## src/rtl/conv_weight_loader.sv

```systemverilog
// Weight-stream loader for one quantised conv layer: checks that 64-bit weight writes arrive in
// strict sequential order and routes them to kernel, bias and scale RAMs and a final misc register.
module conv_weight_loader #(
    parameter int unsigned DATA_WIDTH        = 8,
    parameter int unsigned WEIGHT_DATA_WIDTH = 64,
    parameter logic [31:0] WEIGHT_BASE_ADDR  = 32'h4000_0000,
    parameter int unsigned IN_CHANNEL        = 3,
    parameter int unsigned OUT_CHANNEL       = 24,
    parameter int unsigned KERNEL_SIZE       = 3,
    parameter int unsigned GROUPS            = 1,
    localparam int unsigned PACK         = WEIGHT_DATA_WIDTH / DATA_WIDTH,
    localparam int unsigned KERNEL_ELEMS =
        OUT_CHANNEL * (IN_CHANNEL / GROUPS) * KERNEL_SIZE * KERNEL_SIZE,
    localparam int unsigned KERNEL_NUM   = KERNEL_ELEMS / PACK,
    localparam int unsigned BIAS_NUM     = OUT_CHANNEL / 2,
    localparam int unsigned SCALE_NUM    = OUT_CHANNEL,
    localparam int unsigned WEIGHTS_NUM  = KERNEL_NUM + BIAS_NUM + SCALE_NUM + 1,
    localparam int unsigned KW = (KERNEL_NUM > 1) ? $clog2(KERNEL_NUM) : 1,
    localparam int unsigned BW = (BIAS_NUM > 1) ? $clog2(BIAS_NUM) : 1,
    localparam int unsigned SW = (SCALE_NUM > 1) ? $clog2(SCALE_NUM) : 1,
    localparam int unsigned CW = $clog2(WEIGHTS_NUM + 1)
) (
    input  logic                         clk,
    input  logic                         rst,
    input  logic                         start,
    input  logic                         wr_en,
    input  logic [31:0]                  wr_addr,
    input  logic [WEIGHT_DATA_WIDTH-1:0] wr_data,
    output logic                         kernel_we,
    output logic [KW-1:0]                kernel_waddr,
    output logic [WEIGHT_DATA_WIDTH-1:0] kernel_wdata,
    output logic                         bias_we,
    output logic [BW-1:0]                bias_waddr,
    output logic [WEIGHT_DATA_WIDTH-1:0] bias_wdata,
    output logic                         scale_we,
    output logic [SW-1:0]                scale_waddr,
    output logic [31:0]                  scale_wdata,
    output logic [WEIGHT_DATA_WIDTH-1:0] misc_q,
    output logic                         busy,
    output logic                         load_done,
    output logic                         load_err,
    output logic [CW-1:0]                word_cnt
);

    if ((IN_CHANNEL % GROUPS) != 0) begin : gen_chk_groups
        $fatal(1, "IN_CHANNEL must be a multiple of GROUPS");
    end
    if ((OUT_CHANNEL % 2) != 0) begin : gen_chk_out_even
        $fatal(1, "OUT_CHANNEL must be even (two biases per word)");
    end
    if ((KERNEL_ELEMS % PACK) != 0) begin : gen_chk_kernel_pack
        $fatal(1, "kernel weights do not pack into whole bus words");
    end

    typedef enum logic [2:0] {StIdle, StKernel, StBias, StScale, StMisc, StDone} state_e;

    state_e      state_q;
    logic [31:0] idx;
    logic [31:0] exp_addr;
    logic        in_load;
    logic        accept;

    assign idx      = 32'(word_cnt);
    assign exp_addr = WEIGHT_BASE_ADDR + (idx << 3);

    always_comb begin
        in_load = (state_q == StKernel) || (state_q == StBias) ||
                  (state_q == StScale)  || (state_q == StMisc);
        // start takes priority: a write in the same cycle is silently dropped
        accept  = wr_en && in_load && (wr_addr == exp_addr) && !load_err && !start;
    end

    always_ff @(posedge clk or posedge rst) begin
        if (rst) begin
            state_q      <= StIdle;
            kernel_we    <= 1'b0;
            kernel_waddr <= '0;
            kernel_wdata <= '0;
            bias_we      <= 1'b0;
            bias_waddr   <= '0;
            bias_wdata   <= '0;
            scale_we     <= 1'b0;
            scale_waddr  <= '0;
            scale_wdata  <= '0;
            misc_q       <= '0;
            busy         <= 1'b0;
            load_done    <= 1'b0;
            load_err     <= 1'b0;
            word_cnt     <= '0;
        end else begin
            kernel_we <= 1'b0;
            bias_we   <= 1'b0;
            scale_we  <= 1'b0;
            if (start) begin
                state_q   <= StKernel;
                busy      <= 1'b1;
                word_cnt  <= '0;
                load_done <= 1'b0;
                load_err  <= 1'b0;
            end else if (accept) begin
                word_cnt <= word_cnt + CW'(1);
                case (state_q)
                    StKernel: begin
                        kernel_we    <= 1'b1;
                        kernel_waddr <= KW'(idx);
                        kernel_wdata <= wr_data;
                        if (idx == KERNEL_NUM - 1) state_q <= StBias;
                    end
                    StBias: begin
                        bias_we    <= 1'b1;
                        bias_waddr <= BW'(idx - KERNEL_NUM);
                        bias_wdata <= wr_data;
                        if (idx == KERNEL_NUM + BIAS_NUM - 1) state_q <= StScale;
                    end
                    StScale: begin
                        scale_we    <= 1'b1;
                        scale_waddr <= SW'(idx - KERNEL_NUM - BIAS_NUM);
                        scale_wdata <= wr_data[31:0];
                        if (idx == WEIGHTS_NUM - 2) state_q <= StMisc;
                    end
                    StMisc: begin
                        misc_q    <= wr_data;
                        load_done <= 1'b1;
                        busy      <= 1'b0;
                        state_q   <= StDone;
                    end
                    default: ;
                endcase
            end else if (wr_en) begin
                // out-of-order, post-error or idle write: sticky until next start
                load_err <= 1'b1;
            end
        end
    end

endmodule

```

## config.mk

```make
export PLATFORM = sky130hd
export DESIGN_NAME = conv_weight_loader
export DESIGN_NICKNAME = d
export VERILOG_FILES = /design/src/rtl/conv_weight_loader.sv
export SDC_FILE = /design/constraint.sdc
export NUM_CORES = 1
export LEC_CHECK = 0
export CORE_MARGIN = 1.5
export CORE_UTILIZATION = 25
export DETAILED_ROUTE_END_ITERATION = 10
export PLACE_DENSITY = 0.56
export SYNTH_ARGS = -nofsm -noshare
export SYNTH_HDL_FRONTEND = slang
export SYNTH_SLANG_ARGS = --single-unit
```

## constraint.sdc

```tcl
create_clock -name clk -period 20.3 [get_ports clk]
set_input_delay 2.03 -clock clk [delete_from_list [all_inputs] [get_ports clk]]
set_output_delay 2.03 -clock clk [all_outputs]
set_load 0.02 [all_outputs]
```

==> results of run 1 <==
## state kept, by name, indices dropped and copies added, names as in the netlist
register      flops
kernel_wdata     64
scale_wdata      32
kernel_we         1
kernel_waddr      7
misc_q           64
scale_we          1
load_done         1
word_cnt          7
bias_waddr        4
bias_wdata       64
busy              1
load_err          1
state_q           3
scale_waddr       5
bias_we           1
## layer usage
| layer | GRT usage [%] | routed length [um] | vias to the layer above |
|---|---|---|---|
| li1 | - | - | 3035 |
| met1 | 16.2 | 11500 | 3414 |
| met2 | 22.1 | 13400 | 218 |
| met3 | 4.97 | 2470 | 44 |
| met4 | 3.31 | 590 | 0 |
| met5 | 0 | 0 | - |
## kinds of logic (layout without fill, tap and decap cells)
kind of cell / count (synthesis) / after routing / synth area share, %
AO/OA/AOI/OAI: 23 / 23 / 1.39
XOR/XNOR: 13 / 13 / 1.13
adder cells (fa/ha/maj): 3 / 3 / 0.372
buffers and inverters: 43 / 424 / 2.33
flip-flops: 256 / 256 / 63.5
multiplexers: 240 / 240 / 26.8
AND/OR/NAND/NOR: 67 / 67 / 4.47
## stage by stage
stage | instance area, um2 | power, mW | instances | hold slack [ns]
floorplan | 10100 | 0.530 | 645 | 0.584
detailed placement | 14100 | 0.559 | 1498 | 0.471
CTS | 15100 | 1.11 | 1551 | 0.487
finish | 15100 | 1.09 | 1551 | 0.482
global route | 15100 | 1.13 | 1551 | 0.498
global placement | 14100 | 0.559 | 1498 | 0.462
## power breakdown
part	internal (mW)	total, mW	switching [mW]
combinational	0.0189	0.0383	0.0194
clock	0.323	0.538	0.215
sequential	0.511	0.511	0.000153
total	0.852	1.09	0.235
## final timing paths
check                                               end  slack, ns  cells after the start              startpoint
setup / recovery             bias_wdata[24]$_DFFE_PP0P_      15.61                      7             wr_addr[14]
hold / removal                    load_done$_DFFE_PP0P_       0.48                      1   load_done$_DFFE_PP0P_
setup reg to reg             bias_wdata[24]$_DFFE_PP0P_      16.99                      6  state_q[0]$_DFFE_PP0P_
hold reg to reg                   load_done$_DFFE_PP0P_       0.48                      1   load_done$_DFFE_PP0P_
max in group asynchronous  kernel_wdata[10]$_DFFE_PP0P_      16.00                      4                     rst
min in group asynchronous  kernel_wdata[52]$_DFFE_PP0P_       2.00                      2                     rst
## cells in the mapped netlist (all sizes together) (6+ instances only)
cell,number
xnor2,7
nor3,8
inv,9
a21oi,9
nand4,8
or4,7
nand2,9
mux2,237
nor2,9
dfrtp,256
xor2,6
nor4,6
buf,29
o21ai,6
## final cells by class
type | count | area (um2) | area share [%]
clock buffers | 41 | 831 | 5.49
inverters | 9 | 41.3 | 0.273
multi-input cells | 346 | 3450 | 22.8
repair buffers | 362 | 3600 | 23.8
flip-flops and latches | 256 | 6410 | 42.3
well taps | 525 | 657 | 4.34
clock inverters | 12 | 153 | 1.01
==> run_results.csv, run 1 <==
group,metric,value,unit
routing,routedWlPerCell,18.1,um
clock_network,clockBufferDepth,3,
placed_design,post-dp-hpwl,18.9,mm
setup_path,crit_slowest_cell,"or4_1",
synthesis,ys_seq_area_share,63.5,%
clock_network,postCtsSetupBuffers,0,
timing,hold_viol,0,
final_layout,final_common_cell,"clkdlybuf4s50_1",
final_layout,fin_util,38.1,%
placed_design,dp_slack,15.00,ns
routing,drc,0,
grt,grt_pass1_vias,7229,
synthesis,synth_ff_type,"dfrtp_1",
clock_network,cts_tree,"yes",
floorplan,fp.coreArea,39700,um2
pwr,peakVddDrop,0.0696,mV
synthesis,synth_top_area_share,63.5,%
setup_path,endpoint_kind,"flop",
timing,layout_setup_ws,15.61,ns
clock_network,path_clk_slew,0.06,ns
synthesis,async_flop_share,100,%
floorplan,die_h,204,um
synthesis,syn_avg_cell_area,15.6,um2
timing,finalCriticalPeriod,4.69,ns
synthesis,yosysTopAreaCell,"dfrtp_1",
synthesis,ys_ff_latch,256,
timing,tightest_slew,0.996,ns
synthesis,synth.distinct_cells,44,
min_path,hp-class,"reg -> reg",
synthesis,syn_area,10100,um2
clock_network,cts-root-buf,"clkbuf_16",
routing,initialDrtViolationCount,249,
setup_path,cp.arrival,5.14,ns
synthesis,synth-edff-count,0,
timing,maxSlewHeadroom,33.6,%
synthesis,synthTopCellsByArea,"dfrtp_1 64%, mux2_2 24%, mux2_1 2.1%, buf_2 0.84%, xnor2_1 0.61%",
setup_path,slowest_delay,0.59,ns
placed_design,gp_congestion,0.752,
floorplan,dieArea,41500,um2
routing,ant_nets,0,
clock_network,numCtsBuffers,29,
routing,drtPass1Iterations,4,
setup_path,crit_chain,"clkdlybuf4s50_1 > or4_1 > a211oi_2 > nand4bb_1 > nor4_4 > buf_4 > mux2_2",
timing,rsz0062_at_grt,"false",
final_layout,final_cell_mix,"352 x clkdlybuf4s50_1, 256 x dfrtp_1, 218 x mux2_2, 29 x clkbuf_16, 19 x mux2_1",
final_layout,fillers,3845,
setup_path,required,20.75,ns
floorplan,start_util,25.4,%
floorplan,die_w,204,um
setup_path,critPathTopFamily,"simple AND/OR/NAND/NOR gates",
routing,num_vias,6711,
routing,wirelength,28.0,mm
pwr,p_per_area,71.8,nW/um2
clock_network,cts.sink_count,256,
grt,grt_max_degree,118,
setup_path,path_buf_inv,2,
clock_network,cts.repair.resized,0,
timing,fmax,213,MHz
clock_network,cts-hold-fix-buffers,0,
placed_design,numPortBuffers,352,
timing,fin_crit_sh,23.1,%
outcome,status,"finished, final reports clean",
setup_path,crit_type,"in -> reg",
grt,grt_overflow,0,
timing,skew,0.0134,ns
run,drv_cap,0,
clock_network,htreeDepth,1,
synthesis,postSynthCellCount,645,
final_layout,syn_to_final_growth,50.1,%
final_layout,drive_gt1_share,27.8,%
timing,drv_slew,0,
timing,fin_setup_tns,0,ns
setup_path,worstPathMaxFanout,41,
routing,via_per_inst,4.33,
grt,antenna_found_initial,0,
floorplan,io_pins,353,
pwr,power.leakage,6.91,nW
synthesis,yosys_warnings,0,
final_layout,nets,1107,
synthesis,synth_fp_nets,748,
setup_path,startpoint_type,"primary input",
grt,grt_pass1_wl,43.3,mm
floorplan,rows,73,
grt,grt_use_total,13.3,%
final_layout,antennaDiodeCount,0,
timing,setup_violations,0,
clock_network,insertion_delay,0.57,ns
Note: power is estimated with default switching activity, not from simulation.
==> run 2: changes to the inputs <==
clock period = 4.75 ns   (was 20.3 ns; I/O delays follow)
==> run 2 against run 1 <==
Sequential share of layout area decreased by 0.26 points. Critical path depth decreased by 1. Combinational power increased to 4.4 times the previous value. Largest power group unchanged. Cell count increased by 0.19%.
==> run_results.csv, run 2 (synthesis gave the netlist of run 1 again) <==
group,metric,value,unit
outcome,status,"finished, final reports clean",
grt,grt_use_total,13.7,%
clock_network,htreeDepth,1,
timing,fmax,311,MHz
setup_path,r2r_setup_slack,1.53,ns
setup_path,crit_slowest_cell,"or3b_1",
setup_path,crit_type,"reg -> reg",
grt,grt_pass1_vias,7345,
setup_path,cp.arrival,3.68,ns
routing,drc,0,
clock_network,insertion_delay,0.59,ns
floorplan,die_w,204,um
setup_path,worstPathMaxFanout,32,
grt,grt_overflow,0,
clock_network,numCtsBuffers,30,
clock_network,clockBufferDepth,3,
routing,drtPass1Iterations,4,
timing,tightest_slew,0.914,ns
clock_network,cts_tree,"yes",
final_layout,syn_to_final_growth,51.0,%
final_layout,drive_gt1_share,28.1,%
placed_design,post-dp-hpwl,19.3,mm
clock_network,cts.repair.resized,0,
setup_path,startpoint_type,"flop",
final_layout,final_cell_mix,"352 x clkdlybuf4s50_1, 256 x dfrtp_1, 218 x mux2_2, 30 x clkbuf_16, 19 x mux2_1",
timing,maxSlewHeadroom,39.1,%
placed_design,numPortBuffers,352,
clock_network,cts-hold-fix-buffers,0,
floorplan,fp.coreArea,39700,um2
min_path,hp-class,"in -> async",
timing,rsz0062_at_grt,"false",
floorplan,dieArea,41500,um2
clock_network,cts-root-buf,"clkbuf_16",
final_layout,antennaDiodeCount,0,
floorplan,rows,73,
final_layout,multi_input_area,3450,um2
setup_path,crit_chain,"or3b_1 > a211oi_2 > nand4bb_1 > nor4_4 > buf_4 > mux2_2",
timing,fin_crit_sh,67.7,%
floorplan,start_util,25.4,%
grt,grt_pass1_wl,44.7,mm
final_layout,fin_util,38.3,%
setup_path,endpoint,"bias_wdata[34]$_DFFE_PP0P_",
routing,via_per_inst,4.38,
timing,drv_slew,0,
routing,ant_nets,0,
clock_network,postCtsSetupBuffers,0,
grt,grt_max_degree,152,
setup_path,critPathTopFamily,"simple AND/OR/NAND/NOR gates",
final_layout,reg_top3,"bias_wdata x64, kernel_wdata x64, misc_q x64",
run,drv_cap,0,
final_layout,fillers,3824,
routing,routedWlPerCell,18.5,um
pwr,peakVddDrop,0.276,mV
clock_network,path_clk_slew,0.06,ns
floorplan,io_pins,353,
timing,skew,0.0290,ns
routing,initialDrtViolationCount,218,
timing,setup_violations,0,
timing,fin_setup_tns,0,ns
final_layout,final_common_cell,"clkdlybuf4s50_1",
final_layout,regArea,6410,um2
setup_path,ff2ff_path_depth,6,
setup_path,slowest_delay,0.57,ns
setup_path,critical_path_depth,6,
setup_path,reg2reg_from,"state_q[0]$_DFFE_PP0P_",
routing,wirelength,28.8,mm
timing,finalCriticalPeriod,3.22,ns
pwr,power.leakage,6.93,nW
setup_path,path_buf_inv,1,
pwr,p_per_area,309,nW/um2
setup_path,r2r_end,"bias_wdata[34]$_DFFE_PP0P_",
timing,hold_viol,0,
routing,num_vias,6803,
setup_path,required,5.22,ns
floorplan,die_h,204,um
clock_network,cts.sink_count,256,
setup_path,endpoint_kind,"flop",
placed_design,gp_congestion,0.779,
grt,antenna_found_initial,0,
final_layout,nets,1108,
setup_path,critPathLaunch,"state_q[0]$_DFFE_PP0P_",
run 2: cell types whose count changed in the layout (fill, tap and decap cells not counted), sizes merged:
cell / before / now
clkinv: 7 / 8
clkbuf: 41 / 43
inv: 10 / 8
bufinv: 3 / 2
clkinvlp: 1 / 4
run 2: worst min-delay path, cell delays in order:
cell and delay [ns]:
clkdlybuf4s50_1 0.45, clkinvlp_4 0.13, buf_12 0.43
run 2: report_power, final:
| group | leakage [nW] | total [mW] | switching [mW] | internal, mW |
|---|---|---|---|---|
| sequential | 3.55 | 2.18 | 0.000714 | 2.18 |
| clock | 0.501 | 2.35 | 0.952 | 1.40 |
| combinational | 2.88 | 0.169 | 0.0856 | 0.0829 |
| total | 6.93 | 4.70 | 1.04 | 3.66 |
run 2: final cells by class:
| class | instances | area share, % |
|---|---|---|
| Sequential cell | 256 | 42.1 |
| Tap cell | 525 | 4.31 |
| Clock buffer | 43 | 5.78 |
| Inverter | 9 | 0.247 |
| Clock inverter | 13 | 0.994 |
| Multi-Input combinational cell | 346 | 22.6 |
| Timing Repair Buffer | 362 | 24.0 |
run 2: worst min-delay path by stage:
| stage | from | end | slack [ns] | cells after the start |
|---|---|---|---|---|
| 6_report | rst | misc_q[22]$_DFFE_PP0P_ | 0.44 | 3 |
| 5_1_grt | rst | misc_q[22]$_DFFE_PP0P_ | 0.47 | 3 |
| 4_1_cts | rst | misc_q[22]$_DFFE_PP0P_ | 0.46 | 3 |
| 3_5_place_dp | bias_wdata[17]$_DFFE_PP0P_ | bias_wdata[17]$_DFFE_PP0P_ | 0.47 | 1 |
| 3_3_place_gp | load_done$_DFFE_PP0P_ | load_done$_DFFE_PP0P_ | 0.46 | 1 |
| 2_1_floorplan | state_q[2]$_DFFE_PP0P_ | state_q[2]$_DFFE_PP0P_ | 0.58 | 2 |
run 2: stage by stage:
step                std cells  area [um2]  hold slack (ns)  total power [mW]  setup slack [ns]
floorplan                 645       10100            0.584              2.27             0.903
global placement         1498       14200            0.463              2.39              1.12
detailed placement       1498       14200            0.474              2.39              1.08
CTS                      1554       15200            0.460              4.80              1.50
global route             1554       15200            0.469              4.90              1.20
finish                   1554       15200            0.436              4.70              1.53
run 2: metal layers:
| metal | vias up | track usage [%] | share of wire [%] |
|---|---|---|---|
| met5 | - | 0 | 0 |
| met4 | 0 | 3.99 | 2.8 |
| met3 | 52 | 5.13 | 9.2 |
| met2 | 249 | 22.5 | 47 |
| met1 | 3466 | 16.8 | 41 |
| li1 | 3036 | - | - |
==> run 3: changes to the inputs <==
PLACE_DENSITY = 0.58   (was 0.56)
clock period = 2.6 ns   (was 4.75 ns; I/O delays follow)
==> run 3 against run 2 <==
Fmax rose by 30%. Sequential power rose by 83%. Register-to-register slack worse by 1.4 ns. Final area up 2.9%. Routed wire length increased by 1.0%. Count of clock-buffer cells in the layout shrank 2. Power is 82% higher. Critical path type unchanged.
==> run_results.csv, run 3 (synthesis gave the netlist of run 1 again) <==
group,metric,value,unit
outcome,status,"finished, final reports clean",
floorplan,dieArea,41500,um2
grt,grt_pass1_vias,7419,
pwr,p_total,8.54,mW
timing,fin_crit_sh,95.4,%
clock_network,numCtsBuffers,29,
timing,hold_viol,0,
grt,antenna_found_initial,0,
timing,skew,0.00981,ns
floorplan,fp.coreArea,39700,um2
routing,num_vias,6898,
routing,wirelength,29.0,mm
setup_path,crit_slowest_cell,"or4_1",
run,drv_cap,0,
pwr,power.leakage,7.20,nW
setup_path,crit_type,"reg -> reg",
timing,holdWs,0.107,ns
timing,rsz0062_at_grt,"false",
timing,tightest_slew,0.538,ns
grt,grt_use_total,13.9,%
setup_path,r2r_setup_slack,0.12,ns
floorplan,die_h,204,um
floorplan,die_w,204,um
timing,setup_violations,0,
final_layout,syn_to_final_growth,55.4,%
routing,initialDrtViolationCount,173,
setup_path,startpoint_type,"flop",
setup_path,r2r_end,"word_cnt[3]$_DFFE_PP0P_",
timing,finalCriticalPeriod,2.48,ns
routing,routedWlPerCell,18.2,um
routing,drc,0,
timing,fmax,403,MHz
clock_network,path_clk_slew,0.06,ns
final_layout,reg_top3,"bias_wdata x64, kernel_wdata x64, misc_q x64",
clock_network,cts-root-buf,"clkbuf_16",
routing,via_per_inst,4.31,
clock_network,insertion_delay,0.55,ns
setup_path,worstPathMaxFanout,9,
floorplan,io_pins,353,
final_layout,drive_gt1_share,31.0,%
placed_design,numPortBuffers,352,
placed_design,gp_congestion,0.778,
setup_path,reg2reg_from,"word_cnt[3]$_DFFE_PP0P_",
setup_path,slowest_delay,0.70,ns
clock_network,cts_tree,"yes",
setup_path,required,3.09,ns
final_layout,final_cell_mix,"352 x clkdlybuf4s50_1, 256 x dfrtp_1, 218 x mux2_2, 42 x buf_4, 29 x clkbuf_16",
setup_path,cp_common_cell,"or4_1",
timing,fin_setup_tns,0,ns
routing,drtPass1Iterations,4,
clock_network,clockBufferDepth,3,
clock_network,cts.sink_count,256,
grt,grt_overflow,0,
timing,drv_slew,0,
setup_path,endpoint_kind,"flop",
floorplan,start_util,25.4,%
pwr,peakVddDrop,0.424,mV
grt,grt_max_degree,71,
pwr,p_per_area,545,nW/um2
timing,maxSlewHeadroom,64.0,%
final_layout,nets,1154,
setup_path,crit_chain,"xor2_1 > or4_4 > or4_1 > or4_1 > nand2_1",
placed_design,post-dp-hpwl,21.1,mm
routing,ant_nets,0,
final_layout,final_common_cell,"clkdlybuf4s50_1",
grt,grt_pass1_wl,45.0,mm
final_layout,antennaDiodeCount,0,
clock_network,htreeDepth,1,
floorplan,rows,73,
setup_path,ff2ff_path_depth,5,
setup_path,cp.arrival,2.97,ns
min_path,hp-class,"in -> async",
run 3: power by group:
part / total, mW / switching (mW) / internal [mW]
logic: 0.333 / 0.163 / 0.170
registers: 3.99 / 0.00115 / 3.99
clock network: 4.22 / 1.66 / 2.56
run 3: critical path, delay by kind of cell, from the launching register on:
family / cells / cell delay [ns]
simple gates: 4 / 1.83
flops: 1 / 0.40
xor+xnor: 1 / 0.19
run 3: area by class of cell:
type,count,area [um2]
clock buffer,41,811
sequential,256,6410
clock inverter,13,169
tap,525,657
timing repair buffer,409,4130
fill,3787,24100
inverter,9,37.5
multi-input combinational,346,3460
run 3: how the worst max path moves through the flow:
stage                                        from                     endpoint  depth (start not counted)
after global routing       state_q[0]$_DFFE_PP0P_  scale_wdata[20]$_DFFE_PP0P_                          7
after CTS                  state_q[0]$_DFFE_PP0P_  scale_wdata[23]$_DFFE_PP0P_                          7
final                     word_cnt[3]$_DFFE_PP0P_      word_cnt[3]$_DFFE_PP0P_                          5
after global placement                wr_addr[14]  scale_wdata[22]$_DFFE_PP0P_                          8
after floorplan                               rst    bias_waddr[0]$_DFFE_PP0P_                          1
after detailed placement              wr_addr[14]  scale_wdata[23]$_DFFE_PP0P_                          8
run 3: layer usage:
layer  vias up  GRT usage, %  wire, um
met5         -             0         0
met4         0          3.52       547
met3        37          5.09      2650
met2       244          22.0     13500
met1      3490          17.8     12300
li1       3127             -         -
run 3: stage by stage:
step / instance area, um2 / setup slack [ns] / std cells / util (%)
2_1_floorplan: 10100 / -1.03 / 645 / -
3_3_place_gp: 14700 / -0.376 / 1545 / 36.9
3_5_place_dp: 14700 / -0.397 / 1545 / 36.9
4_1_cts: 15700 / 0.0431 / 1599 / 39.4
5_1_grt: 15700 / 0.00886 / 1599 / 39.4
6_report: 15700 / 0.120 / 1599 / 39.4
run 3: repair_timing:
item,4_1_cts,5_1_grt
setup endpoints to repair,8,87
resized for setup,1,2
hold endpoints to repair,0,0
setup buffers,0,0
pin swaps,0,1
hold buffers,0,0
